--- config.mk ---
export PLATFORM = sky130hd
export DESIGN_NAME = noc_flit_sink
export DESIGN_NICKNAME = d
export VERILOG_FILES = /design/src/rtl/noc_flit_sink.sv
export SDC_FILE = /design/constraint.sdc
export NUM_CORES = 1
export LEC_CHECK = 0
export BUFFER_PORTS_ARGS = -buffer_cell sky130_fd_sc_hd__buf_2
export CORE_MARGIN = 3
export CORE_UTILIZATION = 35
export CTS_CLUSTER_DIAMETER = 120
export DETAILED_ROUTE_END_ITERATION = 12
export HOLD_SLACK_MARGIN = 0.1
export SYNTH_ARGS = -nofsm -noshare
export SYNTH_HDL_FRONTEND = slang
export SYNTH_SLANG_ARGS = --single-unit
--- constraint.sdc ---
create_clock -name clk -period 5.1 [get_ports clk]
set_clock_uncertainty 0.15 [all_clocks]
set_input_delay 0.765 -clock clk [delete_from_list [all_inputs] [get_ports clk]]
set_output_delay 0.765 -clock clk [all_outputs]
set_load 0.05 [all_outputs]
--- src/rtl/noc_flit_sink.sv ---
// noc_flit_sink: NoC ejection port. Buffers incoming flits in a first-word
// fall-through FIFO, presents the head on an AXI-stream master, returns one
// credit per popped flit, counts delivered packets and flags overflow and
// mid-packet destination changes.
module noc_flit_sink #(
  parameter int FLIT_WIDTH        = 32,
  parameter int DEST_WIDTH        = 4,
  parameter int FLIT_BUFFER_DEPTH = 8,
  parameter int CNT_WIDTH         = 16
) (
  input  logic                               clk,
  input  logic                               rst_n,
  input  logic [FLIT_WIDTH-1:0]              data_in,
  input  logic [DEST_WIDTH-1:0]              dest_in,
  input  logic                               is_tail_in,
  input  logic                               send_in,
  output logic                               credit_out,
  output logic                               axis_out_tvalid,
  input  logic                               axis_out_tready,
  output logic [FLIT_WIDTH-1:0]              axis_out_tdata,
  output logic                               axis_out_tlast,
  output logic [DEST_WIDTH-1:0]              axis_out_tdest,
  output logic [$clog2(FLIT_BUFFER_DEPTH):0] occupancy,
  output logic [CNT_WIDTH-1:0]               pkt_count,
  output logic                               overflow_err,
  output logic                               framing_err,
  input  logic                               err_clear
);
  localparam int AW = $clog2(FLIT_BUFFER_DEPTH);
  localparam logic [AW:0] DEPTH_C = (AW+1)'(FLIT_BUFFER_DEPTH);

  typedef struct packed {
    logic [FLIT_WIDTH-1:0] data;
    logic [DEST_WIDTH-1:0] dest;
    logic                  tail;
  } flit_t;

  typedef enum logic {IDLE, IN_PKT} fsm_t;

  flit_t                 r_mem [FLIT_BUFFER_DEPTH];
  logic [AW-1:0]         r_wptr, r_rptr;
  logic [AW:0]           r_count;
  logic                  r_credit;
  logic [CNT_WIDTH-1:0]  r_pkt;
  logic                  r_ovf;
  logic                  r_frm;
  fsm_t                  r_state;
  logic [DEST_WIDTH-1:0] r_dest;

  logic  w_full, w_valid, w_push, w_pop, w_ovf_set, w_frm_set;
  flit_t w_head;

  // Full FIFO drops the incoming flit even if a pop happens on the same edge,
  // so acceptance never depends on the sink side.
  assign w_full    = (r_count == DEPTH_C);
  assign w_valid   = (r_count != '0);
  assign w_push    = send_in & ~w_full;
  assign w_pop     = w_valid & axis_out_tready;
  assign w_ovf_set = send_in & w_full;
  assign w_frm_set = w_push & (r_state == IN_PKT) & (dest_in != r_dest);
  assign w_head    = r_mem[r_rptr];

  // Storage write; contents are don't-care until a pointer covers them.
  always_ff @(posedge clk) begin
    if (w_push) r_mem[r_wptr] <= {data_in, dest_in, is_tail_in};
  end

  // Pointers and occupancy; pointers wrap naturally at power-of-2 depth.
  always_ff @(posedge clk or negedge rst_n) begin
    if (!rst_n) begin
      r_wptr  <= '0;
      r_rptr  <= '0;
      r_count <= '0;
    end else begin
      if (w_push) r_wptr <= r_wptr + 1'b1;
      if (w_pop)  r_rptr <= r_rptr + 1'b1;
      case ({w_push, w_pop})
        2'b10:   r_count <= r_count + 1'b1;
        2'b01:   r_count <= r_count - 1'b1;
        default: r_count <= r_count;
      endcase
    end
  end

  // Credit pulse one cycle after each pop; delivered-packet counter.
  always_ff @(posedge clk or negedge rst_n) begin
    if (!rst_n) begin
      r_credit <= 1'b0;
      r_pkt    <= '0;
    end else begin
      r_credit <= w_pop;
      if (w_pop && w_head.tail) r_pkt <= r_pkt + 1'b1;
    end
  end

  // Sticky overflow flag; a new error wins over a clear.
  always_ff @(posedge clk or negedge rst_n) begin
    if (!rst_n)         r_ovf <= 1'b0;
    else if (w_ovf_set) r_ovf <= 1'b1;
    else if (err_clear) r_ovf <= 1'b0;
  end

  // Framing FSM over accepted pushes; owns the sticky framing flag.
  always_ff @(posedge clk or negedge rst_n) begin
    if (!rst_n) begin
      r_state <= IDLE;
      r_dest  <= '0;
      r_frm   <= 1'b0;
    end else begin
      if (w_frm_set)      r_frm <= 1'b1;
      else if (err_clear) r_frm <= 1'b0;
      if (w_push) begin
        case (r_state)
          IDLE: if (!is_tail_in) begin
            r_state <= IN_PKT;
            r_dest  <= dest_in;
          end
          IN_PKT: if (is_tail_in) r_state <= IDLE;
          default: r_state <= IDLE;
        endcase
      end
    end
  end

  assign credit_out      = r_credit;
  assign axis_out_tvalid = w_valid;
  assign axis_out_tdata  = w_head.data;
  assign axis_out_tlast  = w_head.tail;
  assign axis_out_tdest  = w_head.dest;
  assign occupancy       = r_count;
  assign pkt_count       = r_pkt;
  assign overflow_err    = r_ovf;
  assign framing_err     = r_frm;
endmodule

# Yosys cells after proc, flatten, opt, wreduce, memory -nomap -nowiden
# Memories as Yosys holds them, arrays and structs flattened.
# Cells that the tools add are included.
# totals
reg_bits	34
ram_bits	296
input_bits	42
wordCells	40
n_memories	1
# memory_table
name	depth	word_bits	rd	rd_clocked_by_memory_dff	write_ports	line	rtl
r_mem	8	37	1	0	1	40	flit_t r_mem [FLIT_BUFFER_DEPTH];
# op_classes
add_sub_neg	5
n_eq_ne	4
muxes	7
bitwise_logic	8
reduce_logical	6
# op_table
cell	n
adder 16 x 1 -> 16 bit (second input constant)	1
case mux 4 bit (2 select lines)	1
adder 3 x 1 -> 3 bit (second input constant)	2
2-to-1 mux 1 bit	6
nonzero test 2 bit	3
AND 1 bit	5
adder 4 x 1 -> 4 bit (second input constant)	1
equality test 4 bit (second input constant)	1
inequality test 4 bit	1
nonzero test 4 bit	1
subtractor 4 x 1 -> 4 bit (second input constant)	1
NOT 1 bit	3
AND reduction 3 bit	1
equality test 2 x 1 -> 1 bit (second input constant)	1
equality test 2 bit (second input constant)	1
logical AND 1 bit	1

# Depth between registers and ports, before layout
# Gate-level depths: netlist (run 1).
# logic_depth
ltp_word	6
ltp_mapped	11

# Worst setup path before layout (run 1)
# Ideal clock, no wire load.
# synth_timing
path_type	flip-flop to flip-flop
start	register r_count[1], in the netlist occupancy[1]
end	memory r_mem[0][0] (netlist name) (enable)
arrival_ns	4.864
setup_slack_ns	-0.438
path_stages_with_launch	6
synth_period_minus_slack_ns	5.538
cell_sequence	dfrtp_1 > nor3_1 > a21boi_2 > inv_2 > buf_2 > nor4_1
# synth_via
elab_chain_cells	5
# synth_lines
element	line	rtl
from (decl)	42	logic [AW:0] r_count;
from (signal assigned)	78	2'b10: r_count <= r_count + 1'b1;
from (signal assigned)	79	2'b01: r_count <= r_count - 1'b1;
from (signal assigned)	80	default: r_count <= r_count;
equality test 4 bit	55	assign w_full = (r_count == DEPTH_C);
NOT 1 bit	57	assign w_push = send_in & ~w_full;
AND 1 bit	57	
2-to-1 mux 1 bit	65	if (w_push) r_mem[r_wptr] <= {data_in, dest_in, is_tail_in};
2-to-1 mux 1 bit (not written as such)	65	
to (decl)	40	
# Every way passes these cells.

# Worst setup path after layout (run 1)
# layout_timing
start	register r_rptr[0]
end	output port axis_out_tdata[19]
# layout_via
elab_chain_cells	1
# layout_lines
element	line	rtl
from (decl)	41	logic [AW-1:0] r_wptr, r_rptr;
from (signal assigned)	76	if (w_pop) r_rptr <= r_rptr + 1'b1;
memory (8 x 37 bit)	n/a	
to (decl)	20	output logic [FLIT_WIDTH-1:0] axis_out_tdata,
# Every way passes these cells.

==> results.rst, run 1 <==
.. list-table::
   :header-rows: 1

   * - Metric
     - Value
   * - Later-pin clock latency in the skew report
     - 0.52 ns
   * - Post-Route Utilization
     - 41.67%
   * - Run status
     - finished clean
   * - Area fraction of the dominant cell type after synthesis
     - 67.79%
   * - Pin count of the biggest net entering global routing
     - 51
   * - Power Density
     - 615.8 nW/µm²
   * - Most instantiated cells after synthesis
     - 296 x sky130_fd_sc_hd__edfxtp_1, 45 x sky130_fd_sc_hd__mux4_1, 44 x sky130_fd_sc_hd__mux2_2
   * - Number of cells produced by synthesis
     - 597
   * - Pin slew with the least headroom to its limit
     - 1.033 ns
   * - Number of setup buffers added after CTS
     - 0
   * - Area enclosed by the die boundary
     - 39820 µm²
   * - Hold_ws
     - 0.1785 ns
   * - Req. time, crit path
     - 4.18 ns
   * - Element type at the critical path start
     - flip-flop
   * - Worst Reg-to-Reg Cells
     - 5
   * - Met1 Wirelength
     - 12060 µm
   * - Met3 Wirelength
     - 1525 µm
   * - Total power after layout
     - 9.439 mW
   * - Number of nets in the synthesized netlist
     - 645
   * - Gr ovfl total
     - 0
   * - Dpl hpwl
     - 15470 µm
   * - Crit path kind
     - reg2out
   * - Maximum vdd drop
     - 431.7 µV
   * - Share of the clock period used by the worst path after layout
     - 77.22%
   * - Destination of the worst register-to-register timing path
     - r_mem[2][2]
   * - Max Freq
     - 253.9 MHz
   * - Arrival time at the worst endpoint
     - 3.02 ns
   * - Number of setup violations in the final report
     - 0
   * - Static Leak
     - 5.353 nW
   * - Starting Density
     - 35.64%
   * - Number of buffer cells added on primary ports
     - 102
   * - Synth cell types
     - 42
   * - Share of final-layout standard cells stronger than drive strength 1
     - 34.88%
   * - Clock-pin transition on the worst setup and hold timing paths
     - 0.06 ns
   * - Count of endpoints failing hold in the final timing report
     - 0
   * - Area growth syn-to-layout
     - 16.91%
   * - Routed wire length
     - 26630 µm
   * - Number of levels in the clock H-tree
     - 2
   * - Die width
     - 199.6 µm
   * - Combined global-route utilization of all metal layers
     - 13.57%
   * - Total DRC errors in the routed layout
     - 0
   * - PostCTS Resize Cnt
     - 0
   * - Number of antenna violations at the first check in global routing
     - 3
   * - Top cells by area, synth
     - sky130_fd_sc_hd__edfxtp_1 68%, sky130_fd_sc_hd__mux4_1 9.0%, sky130_fd_sc_hd__dfrtp_1 6.5%
   * - FF+latch count, synth
     - 330
   * - Worst slew margin relative to its limit
     - 30.76%
   * - Cell area after layout
     - 15330 µm²
   * - Fin crit period
     - 3.938 ns
   * - Cell area after placement
     - 14220 µm²
   * - Count of maximum capacitance violations
     - 0
   * - Hold/Removal Path Class
     - in2async
   * - Number of vias after detailed routing
     - 6232
   * - Via count of the first global-routing pass
     - 6553
   * - Avg WL per Cell
     - 21.76 µm
   * - RSZ-0062 raised after global routing
     - no
   * - Length of the first detailed-routing pass in iterations
     - 4
   * - Final weighted congestion in routability-driven placement
     - 0.6961
   * - Number of buffers added to fix hold violations after cts
     - 0
   * - Count of flip-flops with a built-in enable after synthesis
     - 296
   * - Worst R2R Setup Slack
     - 2.17 ns
   * - TritonCTS clock tree
     - yes
   * - Cell Area, Synth
     - 13110 µm²
   * - Core region area
     - 36790 µm²
   * - FF-to-FF Start
     - occupancy[1]
   * - Count of pins over their slew limit
     - 0
   * - Number of sinks handled by clock tree synthesis
     - 330
   * - Sequential element share of the synthesized area
     - 74.28%
   * - Bufs on Longest Clock Path
     - 3
   * - Remaining antenna violation count after routing
     - 0
   * - Final nets
     - 778
   * - Ratio of routed vias to standard cells
     - 5.092
   * - Cell type contributing the most total cell area after synthesis
     - sky130_fd_sc_hd__edfxtp_1
   * - Overall die height
     - 199.6 µm
   * - Detailed Route Iter0 Violations
     - 307
   * - Endpoint type of the worst setup path
     - output port
   * - Worst-path fanout max
     - 50
   * - Max Used Layer
     - met5
   * - Wire length of the first global-routing pass
     - 40700 µm
   * - Total CTS buffers
     - 37
   * - Setup total negative slack
     - 0 ns
   * - Top-level I/O count
     - 103
   * - Count of synthesis-stage warnings from yosys
     - 0
   * - Ys async rst share
     - 10.30%
   * - Prevailing post-synth register cell
     - sky130_fd_sc_hd__edfxtp_1
   * - Synthesized area per cell
     - 21.96 µm²
   * - Top-count cell post-synth
     - sky130_fd_sc_hd__edfxtp_1
   * - Metal2 WL
     - 12640 µm
   * - Rows
     - 70
   * - Library cell used as clock root buffer
     - sky130_fd_sc_hd__clkbuf_16
## area by class of cell
cell class                 instances  area [µm²]
fill                            3250       21460
clock inverter                    11       60.06
sequential                       330        9748
timing repair buffer             120       658.1
tap                              468       585.6
antenna                            2       5.005
inverter                           5       18.77
clock buffer                      52        1045
multi-input combinational        236        3208
## placed cells by master, fill, tap and decap left out, types with 3 or more instances in the layout
master / n
sky130_fd_sc_hd__buf_2: 102
sky130_fd_sc_hd__nand4_1: 7
sky130_fd_sc_hd__nor4_1: 5
sky130_fd_sc_hd__nor4_2: 4
sky130_fd_sc_hd__and4_1: 3
sky130_fd_sc_hd__mux2_2: 44
sky130_fd_sc_hd__nor3_2: 4
sky130_fd_sc_hd__xnor2_1: 5
sky130_fd_sc_hd__ha_1: 6
sky130_fd_sc_hd__xor2_1: 23
sky130_fd_sc_hd__clkbuf_1: 11
sky130_fd_sc_hd__clkinv_1: 4
sky130_fd_sc_hd__dfrtp_1: 31
sky130_fd_sc_hd__inv_1: 3
sky130_fd_sc_hd__nor2_4: 3
sky130_fd_sc_hd__nor3_1: 7
sky130_fd_sc_hd__nand2_1: 17
sky130_fd_sc_hd__nand2b_1: 4
sky130_fd_sc_hd__edfxtp_1: 296
sky130_fd_sc_hd__nand3_1: 6
sky130_fd_sc_hd__mux4_1: 45
sky130_fd_sc_hd__clkbuf_16: 39
sky130_fd_sc_hd__clkinv_2: 4
sky130_fd_sc_hd__buf_4: 17
sky130_fd_sc_hd__mux4_2: 27
sky130_fd_sc_hd__nor2_1: 5
## cells by family (layout without fill, tap and decap cells)
logic type,count (synthesis),after routing,share of synthesized area (%)
flip-flops,330,330,74.28
multiplexers,118,118,17.59
AND/OR/NAND/NOR,74,74,3.340
buffers and inverters,31,188,1.689
XOR/XNOR,28,28,1.870
AO/OA/AOI/OAI,10,10,0.6585
adder cells (fa/ha/maj),6,6,0.5726
other,0,2,0
## registers in the layout, indices dropped and copies added, names as in the netlist
name,count
occupancy,4
r_mem,296
r_state,1
r_dest,4
overflow_err,1
r_rptr,3
credit_out,1
framing_err,1
r_wptr,3
pkt_count,16
## report_power, final
group	internal, mW	switching (mW)	leakage (nW)
clock	1.43	0.998	0.539
combinational	1.16	2.04	1.71
sequential	3.40	0.407	3.11
## critical path, stage by stage (launching register included)
cell and delay [ns]:
sky130_fd_sc_hd__dfrtp_4 1.04, sky130_fd_sc_hd__buf_4 0.36, sky130_fd_sc_hd__mux4_1 0.57, sky130_fd_sc_hd__mux2_2 0.30, sky130_fd_sc_hd__buf_2 0.22
## through the flow
step	worst slack, ns	instances
2_1_floorplan	0.5528	597
3_3_place_gp	1.656	1159
3_5_place_dp	1.647	1159
4_1_cts	1.093	1222
5_1_grt	0.9928	1222
6_report	1.162	1224
## worst max-delay path by stage
stage,start,end,slack (ns),depth (start not counted)
after floorplan,occupancy[1],r_mem[2][0],0.55,5
after global placement,r_rptr[0],axis_out_tdata[19],1.66,4
after detailed placement,r_rptr[0],axis_out_tdata[19],1.65,4
after CTS,r_rptr[0],axis_out_tdata[28],1.09,4
after global routing,r_rptr[0],axis_out_tdata[19],0.99,4
final,r_rptr[0],axis_out_tdata[19],1.16,4
## metal layers
metal | track usage (%) | vias to the layer above
met1 | 19.02 | 3239
li1 | - | 2778
met4 | 3.386 | 4
met5 | 0 | -
met3 | 3.237 | 42
met2 | 21.60 | 169
Power figures use the tool's default switching activity.
==> inputs of run 2 (changes only) <==
==> constraint.sdc (replaced) <==
create_clock -name clk -period 3.9 [get_ports clk]
set_clock_uncertainty 0.15 [all_clocks]
set_input_delay 0.585 -clock clk [delete_from_list [all_inputs] [get_ports clk]]
set_output_delay 0.585 -clock clk [all_outputs]
set_load 0.05 [all_outputs]
==> run 2 against run 1 <==
Effect of this change:
- sequential power grew 28%
- die area unchanged
- clock-buffer cell count decreased by 3
- highest routed layer unchanged
- first-iteration DRC count is 24% higher
- largest cell class unchanged
- setup slack got worse by 0.63 ns
- clock power is 30% higher
==> results.rst, run 2 (synthesis gave the netlist of run 1 again) <==
.. list-table::
   :header-rows: 1

   * - Metric
     - Value
   * - Number of vias after detailed routing
     - 6122 (was 6232)
   * - Routed wire length
     - 25810 µm (was 26630 µm)
   * - Count of placed standard cells in the final layout, fillers left out
     - 1224 (unchanged)
   * - Number of setup violations in the final report
     - 0 (unchanged)
   * - Via count of the first global-routing pass
     - 6296 (was 6553)
   * - Count of maximum capacitance violations
     - 0 (unchanged)
   * - Number of buffer cells added on primary ports
     - 102 (unchanged)
   * - Commonest non-fill, non-tap cells in the layout
     - 296 x sky130_fd_sc_hd__edfxtp_1, 102 x sky130_fd_sc_hd__buf_2, 45 x sky130_fd_sc_hd__mux4_1, 44 x sky130_fd_sc_hd__mux2_2, 37 x sky130_fd_sc_hd__clkbuf_16 (was 296 x sky130_fd_sc_hd__edfxtp_1, 102 x sky130_fd_sc_hd__buf_2, 45 x sky130_fd_sc_hd__mux4_1, 44 x sky130_fd_sc_hd__mux2_2, 39 x sky130_fd_sc_hd__clkbuf_16)
   * - Met3 Wirelength
     - 1296 µm (was 1525 µm)
   * - Maximum vdd drop
     - 740.3 µV (was 431.7 µV)
   * - RSZ-0062 raised after global routing
     - no (unchanged)
   * - Count of endpoints failing hold in the final timing report
     - 0 (unchanged)
   * - Arrival time at the worst endpoint
     - 2.64 ns (was 3.02 ns)
   * - Endpoint type of the worst setup path
     - output port (unchanged)
   * - Clock-pin transition on the worst setup and hold timing paths
     - 0.06 ns (about the same)
   * - Wire length of the first global-routing pass
     - 39160 µm (was 40700 µm)
   * - TritonCTS clock tree
     - yes (unchanged)
   * - Worst-path fanout max
     - 18 (was 50)
   * - Remaining antenna violation count after routing
     - 0 (unchanged)
   * - Combined global-route utilization of all metal layers
     - 13.08% (was 13.57%)
   * - Number of sinks handled by clock tree synthesis
     - 330 (unchanged)
   * - Ratio of routed vias to standard cells
     - 5.002 (was 5.092)
   * - Gr ovfl total
     - 0 (unchanged)
   * - Starting Density
     - 35.64% (unchanged)
   * - Worst slew margin relative to its limit
     - 45.00% (was 30.76%)
   * - Dpl hpwl
     - 14170 µm (was 15470 µm)
   * - Area growth syn-to-layout
     - 17.11% (was 16.91%)
   * - Metal2 WL
     - 11820 µm (was 12640 µm)
   * - Cell area after layout
     - 15350 µm² (was 15330 µm²)
   * - Hold_ws
     - 0.1522 ns (was 0.1785 ns)
   * - Number of flip-flops in the largest register
     - 296 (unchanged)
   * - Element type at the critical path start
     - flip-flop (unchanged)
   * - Met1 Wirelength
     - 12200 µm (was 12060 µm)
   * - Bufs on Longest Clock Path
     - 3 (unchanged)
   * - Final weighted congestion in routability-driven placement
     - 0.7139 (was 0.6961)
   * - Power Density
     - 803.3 nW/µm² (was 615.8 nW/µm²)
   * - Rows
     - 70 (unchanged)
   * - Total power after layout
     - 12.33 mW (was 9.439 mW)
   * - Largest Register
     - r_mem (unchanged)
   * - Run status
     - finished clean (unchanged)
   * - Share of the clock period used by the worst path after layout
     - 86.43%
   * - Cell area after placement
     - 14250 µm² (was 14220 µm²)
   * - Max Freq
     - 296.7 MHz
   * - Fin crit period
     - 3.371 ns
   * - Area enclosed by the die boundary
     - 39820 µm² (unchanged)
   * - Static Leak
     - 5.355 nW (was 5.353 nW)
   * - Avg WL per Cell
     - 21.09 µm (was 21.76 µm)
   * - Pin count of the biggest net entering global routing
     - 42 (was 51)
   * - Die width
     - 199.6 µm (unchanged)
   * - Number of levels in the clock H-tree
     - 2 (unchanged)
   * - Core region area
     - 36790 µm² (unchanged)
   * - Share of final-layout standard cells stronger than drive strength 1
     - 34.44% (was 34.88%)
   * - Detailed Route Iter0 Violations
     - 380 (was 307)
   * - Req. time, crit path
     - 3.16 ns (was 4.18 ns)
   * - Commonest non-fill, non-tap cell in the layout
     - sky130_fd_sc_hd__edfxtp_1 (unchanged)
   * - Library cell used as clock root buffer
     - sky130_fd_sc_hd__clkbuf_16 (unchanged)
   * - Pin slew with the least headroom to its limit
     - 0.8250 ns (was 1.033 ns)
   * - Length of the first detailed-routing pass in iterations
     - 4 (unchanged)
   * - Later-pin clock latency in the skew report
     - 0.51 ns (was 0.52 ns)
   * - Max Used Layer
     - met5 (unchanged)
   * - Hold/Removal Path Class
     - in2reg (was in2async)
   * - Crit path kind
     - reg2out (unchanged)
   * - Total DRC errors in the routed layout
     - 0 (unchanged)
   * - Top-level I/O count
     - 103 (unchanged)
   * - Overall die height
     - 199.6 µm (unchanged)
   * - Final nets
     - 777 (was 778)
   * - Total CTS buffers
     - 36 (was 37)
   * - PostCTS Resize Cnt
     - 0 (unchanged)
   * - Number of antenna violations at the first check in global routing
     - 3 (unchanged)
   * - Count of pins over their slew limit
     - 0 (unchanged)
   * - Placed cell count
     - 1158 (was 1159)
## run 2: area by class of cell
class,count,area (µm²)
flip-flops and latches,330,9748
diodes,1,2.502
well taps,468,585.6
multi-input cells,236,3214
clock buffers,49,980.9
clock inverters,15,106.4
repair buffers,120,698.2
inverters,5,18.77
fillers,3265,21430
## run 2: path summary, 6_finish.rpt
path	to	startpoint	slack (ns)	cells after the start
max in group asynchronous	r_rptr[0]	rst_n	2.41	2
max reg2reg	occupancy[2]	occupancy[1]	1.11	10
min in group asynchronous	pkt_count[9]	rst_n	0.56	2
min reg2reg	pkt_count[15]	pkt_count[15]	0.32	1
max	axis_out_tlast	r_rptr[0]	0.53	6
min	framing_err	err_clear	0.15	2
## run 2: worst max-delay path, cell delays in order, from the launching register on
cell	delay, ns
sky130_fd_sc_hd__dfrtp_4	0.64
sky130_fd_sc_hd__buf_4	0.36
sky130_fd_sc_hd__mux2_2	0.40
sky130_fd_sc_hd__o22ai_4	0.17
sky130_fd_sc_hd__buf_4	0.26
sky130_fd_sc_hd__nor2_1	0.08
sky130_fd_sc_hd__buf_2	0.22
## run 2: where the power goes
part	internal [mW]	switching [mW]	leakage [nW]
Sequential	4.46	0.411	3.11
Combinational	1.55	2.77	1.72
Clock	1.83	1.31	0.529
## run 2: routing by layer
metal / vias up / global-route usage, %
li1: 2766 / -
met1: 3183 / 19.10
met2: 124 / 19.93
met3: 45 / 3.220
met4: 4 / 3.179
met5: - / 0
## run 2: repair_timing
| item | in CTS | in global routing |
|---|---|---|
| endpoints found under the hold margin | 34 | 0 |
| hold buffers | 1 | 0 |
| setup endpoints to repair | 0 | 0 |
| buffers inserted | 0 | 0 |
## run 2: per-stage QoR
stage | setup TNS (ns) | util [%] | setup WS [ns]
after CTS | 0 | 41.73 | 0.4676
final | 0 | 41.74 | 0.5292
after detailed placement | 0 | 38.75 | 1.019
after global placement | 0 | 38.75 | 1.038
after global routing | 0 | 41.73 | 0.3897
after floorplan | -74.28 | - | -0.6472
==> inputs of run 3 (changes only) <==
--- a/config.mk
+++ b/config.mk
@@ -5,6 +5,7 @@
 export SDC_FILE = /design/constraint.sdc
 export NUM_CORES = 1
 export LEC_CHECK = 0
+export ABC_AREA = 1
 export BUFFER_PORTS_ARGS = -buffer_cell sky130_fd_sc_hd__buf_2
 export CORE_MARGIN = 3
 export CORE_UTILIZATION = 35
==> constraint.sdc (replaced) <==
create_clock -name clk -period 3.9 [get_ports clk]
set_clock_uncertainty 0.15 [all_clocks]
set_input_delay 0.39 -clock clk [delete_from_list [all_inputs] [get_ports clk]]
set_output_delay 0.39 -clock clk [all_outputs]
set_load 0.05 [all_outputs]
==> run 3 against run 2 <==
Effect of this change:
- design area grew 5.0%
- final cell count grew 46%
- highest routed layer is now met4
- first-iteration DRC count grew 38%
==> results.rst, run 3 <==
.. list-table::
   :header-rows: 1

   * - Metric
     - Value
   * - Run status
     - finished clean (unchanged)
   * - Top cells by area, synth
     - sky130_fd_sc_hd__edfxtp_1 66%, sky130_fd_sc_hd__dfrtp_1 6.3%, sky130_fd_sc_hd__nand2_1 6.0% (was sky130_fd_sc_hd__edfxtp_1 68%, sky130_fd_sc_hd__mux4_1 9.0%, sky130_fd_sc_hd__dfrtp_1 6.5%)
   * - Clock-pin transition on the worst setup and hold timing paths
     - 0.06 ns (about the same)
   * - Bufs on Longest Clock Path
     - 3 (unchanged)
   * - Synthesized area per cell
     - 12.21 µm² (was 21.96 µm²)
   * - Pin count of the biggest net entering global routing
     - 65 (was 42)
   * - FF+latch count, synth
     - 330 (unchanged)
   * - Area enclosed by the die boundary
     - 40830 µm² (was 39820 µm²)
   * - Count of flip-flops with a built-in enable after synthesis
     - 296 (unchanged)
   * - Detailed Route Iter0 Violations
     - 524 (was 380)
   * - Cell type contributing the most total cell area after synthesis
     - sky130_fd_sc_hd__edfxtp_1 (unchanged)
   * - Final nets
     - 1291 (was 777)
   * - Combined global-route utilization of all metal layers
     - 15.21% (was 13.08%)
   * - Cell Area, Synth
     - 13460 µm² (was 13110 µm²)
   * - Prevailing post-synth register cell
     - sky130_fd_sc_hd__edfxtp_1 (unchanged)
   * - Share of the clock period used by the worst path after layout
     - 86.97% (was 86.43%)
   * - Total area of sequential cells
     - 9746 µm² (was 9748 µm²)
   * - Element type at the critical path start
     - flip-flop (unchanged)
   * - WHS Path Cells
     - 3 (was 2)
   * - Largest Register
     - r_mem (unchanged)
   * - Commonest non-fill, non-tap cell in the layout
     - sky130_fd_sc_hd__edfxtp_1 (unchanged)
   * - Static Leak
     - 5.863 nW (was 5.355 nW)
   * - Sequential element share of the synthesized area
     - 72.38% (was 74.28%)
   * - Top-level I/O count
     - 103 (unchanged)
   * - Fin crit period
     - 3.392 ns (was 3.371 ns)
   * - Final weighted congestion in routability-driven placement
     - 0.7768 (was 0.7139)
   * - Rows
     - 71 (was 70)
   * - Via count of the first global-routing pass
     - 8618 (was 6296)
   * - Die width
     - 202.1 µm (was 199.6 µm)
   * - Count of endpoints failing hold in the final timing report
     - 0 (unchanged)
   * - RSZ-0062 raised after global routing
     - no (unchanged)
   * - Dpl hpwl
     - 17070 µm (was 14170 µm)
   * - Number of nets in the synthesized netlist
     - 1150 (was 645)
   * - Area fraction of the dominant cell type after synthesis
     - 66.06% (was 67.79%)
   * - Number of buffer cells added on primary ports
     - 102 (unchanged)
   * - Number of vias after detailed routing
     - 8736 (was 6122)
   * - Pin slew with the least headroom to its limit
     - 0.8526 ns (was 0.8250 ns)
   * - Number of cells produced by synthesis
     - 1102 (was 597)
   * - Commonest non-fill, non-tap cells in the layout
     - 296 x sky130_fd_sc_hd__edfxtp_1, 214 x sky130_fd_sc_hd__nand2_1, 149 x sky130_fd_sc_hd__o21ai_0, 113 x sky130_fd_sc_hd__nor2_1, 102 x sky130_fd_sc_hd__buf_2 (was 296 x sky130_fd_sc_hd__edfxtp_1, 102 x sky130_fd_sc_hd__buf_2, 45 x sky130_fd_sc_hd__mux4_1, 44 x sky130_fd_sc_hd__mux2_2, 37 x sky130_fd_sc_hd__clkbuf_16)
   * - Arrival time at the worst endpoint
     - 2.85 ns (was 2.64 ns)
   * - Count of synthesis-stage warnings from yosys
     - 0 (unchanged)
   * - Core region area
     - 37760 µm² (was 36790 µm²)
   * - Number of setup violations in the final report
     - 0 (unchanged)
   * - Total of fill cells in the finished design
     - 3474 (was 3265)
   * - Total CTS buffers
     - 37 (was 36)
   * - Ratio of routed vias to standard cells
     - 4.900 (was 5.002)
   * - Number of setup buffers added after CTS
     - 0 (unchanged)
   * - Share of final-layout standard cells stronger than drive strength 1
     - 18.79% (was 34.44%)
   * - Top-count cell post-synth
     - sky130_fd_sc_hd__edfxtp_1 (unchanged)
   * - Req. time, crit path
     - 3.36 ns (was 3.16 ns)
   * - Hold_ws
     - 0.1436 ns (was 0.1522 ns)
   * - Area of the multi-input gates
     - 3312 µm² (was 3214 µm²)
   * - Number of levels in the clock H-tree
     - 2 (unchanged)
   * - Routed wire length
     - 31330 µm (was 25810 µm)
   * - Setup total negative slack
     - 0 ns (unchanged)
   * - Number of flip-flops in the largest register
     - 296 (unchanged)
   * - Count of pins over their slew limit
     - 0 (unchanged)
   * - Avg WL per Cell
     - 17.57 µm (was 21.09 µm)
   * - Maximum vdd drop
     - 563.4 µV (was 740.3 µV)
   * - Wire length of the first global-routing pass
     - 49050 µm (was 39160 µm)
   * - Endpoint type of the worst setup path
     - output port (unchanged)
   * - Power Density
     - 830.5 nW/µm² (was 803.3 nW/µm²)
   * - Remaining antenna violation count after routing
     - 0 (unchanged)
   * - Starting Density
     - 35.64% (about the same)
   * - Number of antenna violations at the first check in global routing
     - 0 (was 3)
   * - Synth cell types
     - 28 (was 42)
   * - Hold/Removal Path Class
     - in2reg (unchanged)
   * - Area growth syn-to-layout
     - 19.86% (was 17.11%)
   * - Number of buffers added to fix hold violations after cts
     - 40 (was 1)
   * - Most instantiated cells after synthesis
     - 296 x sky130_fd_sc_hd__edfxtp_1, 214 x sky130_fd_sc_hd__nand2_1, 149 x sky130_fd_sc_hd__o21ai_0 (was 296 x sky130_fd_sc_hd__edfxtp_1, 45 x sky130_fd_sc_hd__mux4_1, 44 x sky130_fd_sc_hd__mux2_2)
   * - Library cell used as clock root buffer
     - sky130_fd_sc_hd__clkbuf_16 (unchanged)
   * - Count of maximum capacitance violations
     - 0 (unchanged)
   * - Length of the first detailed-routing pass in iterations
     - 5 (was 4)
   * - PostCTS Resize Cnt
     - 0 (unchanged)
   * - Overall die height
     - 202.1 µm (was 199.6 µm)
   * - Total DRC errors in the routed layout
     - 0 (unchanged)
   * - Worst-path fanout max
     - 55 (was 18)
   * - Max Freq
     - 294.8 MHz (was 296.7 MHz)
   * - TritonCTS clock tree
     - yes (unchanged)
   * - Crit path kind
     - reg2out (unchanged)
   * - Worst Reg-to-Reg Cells
     - 7 (was 10)
   * - Number of sinks handled by clock tree synthesis
     - 330 (unchanged)
   * - Antenna cell count
     - 0 (was 1)
   * - Gr ovfl total
     - 0 (unchanged)
   * - Ys async rst share
     - 10.30% (unchanged)
   * - Worst slew margin relative to its limit
     - 43.16% (was 45.00%)
   * - Later-pin clock latency in the skew report
     - 0.52 ns (was 0.51 ns)
run 3: cell count changes in the layout (fill, tap and decap cells not counted), sizes merged, moves of 9 or more:
cell,delta
o21ai,+148
mux2,-44
nor4,-10
o22ai,+71
inv,+27
nand3,+30
nor3,-9
mux4,-72
dlygate4sd3,+39
nor2,+162
nand2,+198
xor2,-15
run 3: area by class of cell:
class / count / area share [%]
repair buffers: 161 / 6.843
clock buffers: 47 / 6.105
inverters: 35 / 0.8301
flip-flops and latches: 330 / 60.43
multi-input cells: 678 / 20.54
well taps: 511 / 3.964
clock inverters: 21 / 1.296
run 3: where the power goes:
part | leakage [nW] | switching (mW) | internal (mW) | total [mW]
sequential | 3.12 | 0.293 | 4.45 | 4.74
clock | 0.579 | 1.37 | 2.01 | 3.37
combinational | 2.16 | 4.01 | 1.27 | 5.28
total | 5.86 | 5.67 | 7.72 | 13.4
run 3: metrics by stage:
stage / utilization (%) / total power [mW] / instance area, µm² / setup WS [ns] / cells
2_1_floorplan: - / 8.694 / 13460 / 0.3724 / 1102
3_3_place_gp: 38.50 / 10.06 / 14530 / 1.048 / 1675
3_5_place_dp: 38.50 / 10.13 / 14530 / 1.030 / 1675
4_1_cts: 42.72 / 13.58 / 16130 / 0.4924 / 1783
5_1_grt: 42.72 / 14.19 / 16130 / 0.2947 / 1783
6_report: 42.72 / 13.39 / 16130 / 0.5083 / 1783
run 3: worst paths after layout:
check | start | endpoint | slack (ns)
min in group asynchronous | rst_n | pkt_count[10] | 0.39
setup reg to reg | occupancy[2] | r_mem[3][24] | 1.20
max in group asynchronous | rst_n | r_rptr[0] | 2.58
hold / removal | axis_out_tready | r_rptr[0] | 0.14
hold reg to reg | r_dest[3] | r_dest[3] | 0.34
setup / recovery | r_rptr[1] | axis_out_tlast | 0.51
run 3: critical path, cell delays in order, from the launching register on:
cell and delay (ns):
sky130_fd_sc_hd__dfrtp_2 0.64, sky130_fd_sc_hd__buf_4 0.62, sky130_fd_sc_hd__nand3_1 0.18, sky130_fd_sc_hd__nand2_1 0.10, sky130_fd_sc_hd__nand2_1 0.06, sky130_fd_sc_hd__nand2_2 0.36, sky130_fd_sc_hd__buf_2 0.35
run 3: cell families (layout without fill, tap and decap cells):
| group | Yosys count | after routing | share of synthesized area [%] |
|---|---|---|---|
| fa+ha+maj | 6 | 6 | 0.5579 |
| buf+inv | 94 | 264 | 3.450 |
| compound gates | 224 | 224 | 9.011 |
| xor+xnor | 15 | 15 | 0.9764 |
| simple gates | 433 | 433 | 13.62 |
| flops | 330 | 330 | 72.38 |
run 3: routing by layer:
metal | wire [µm] | share of wire (%) | track usage [%]
met1 | 14010 | 45 | 20.69
met3 | 1569 | 5.0 | 2.239
met4 | 499 | 1.6 | 3.414
met2 | 15250 | 49 | 26.02
met5 | 0 | 0 | 0
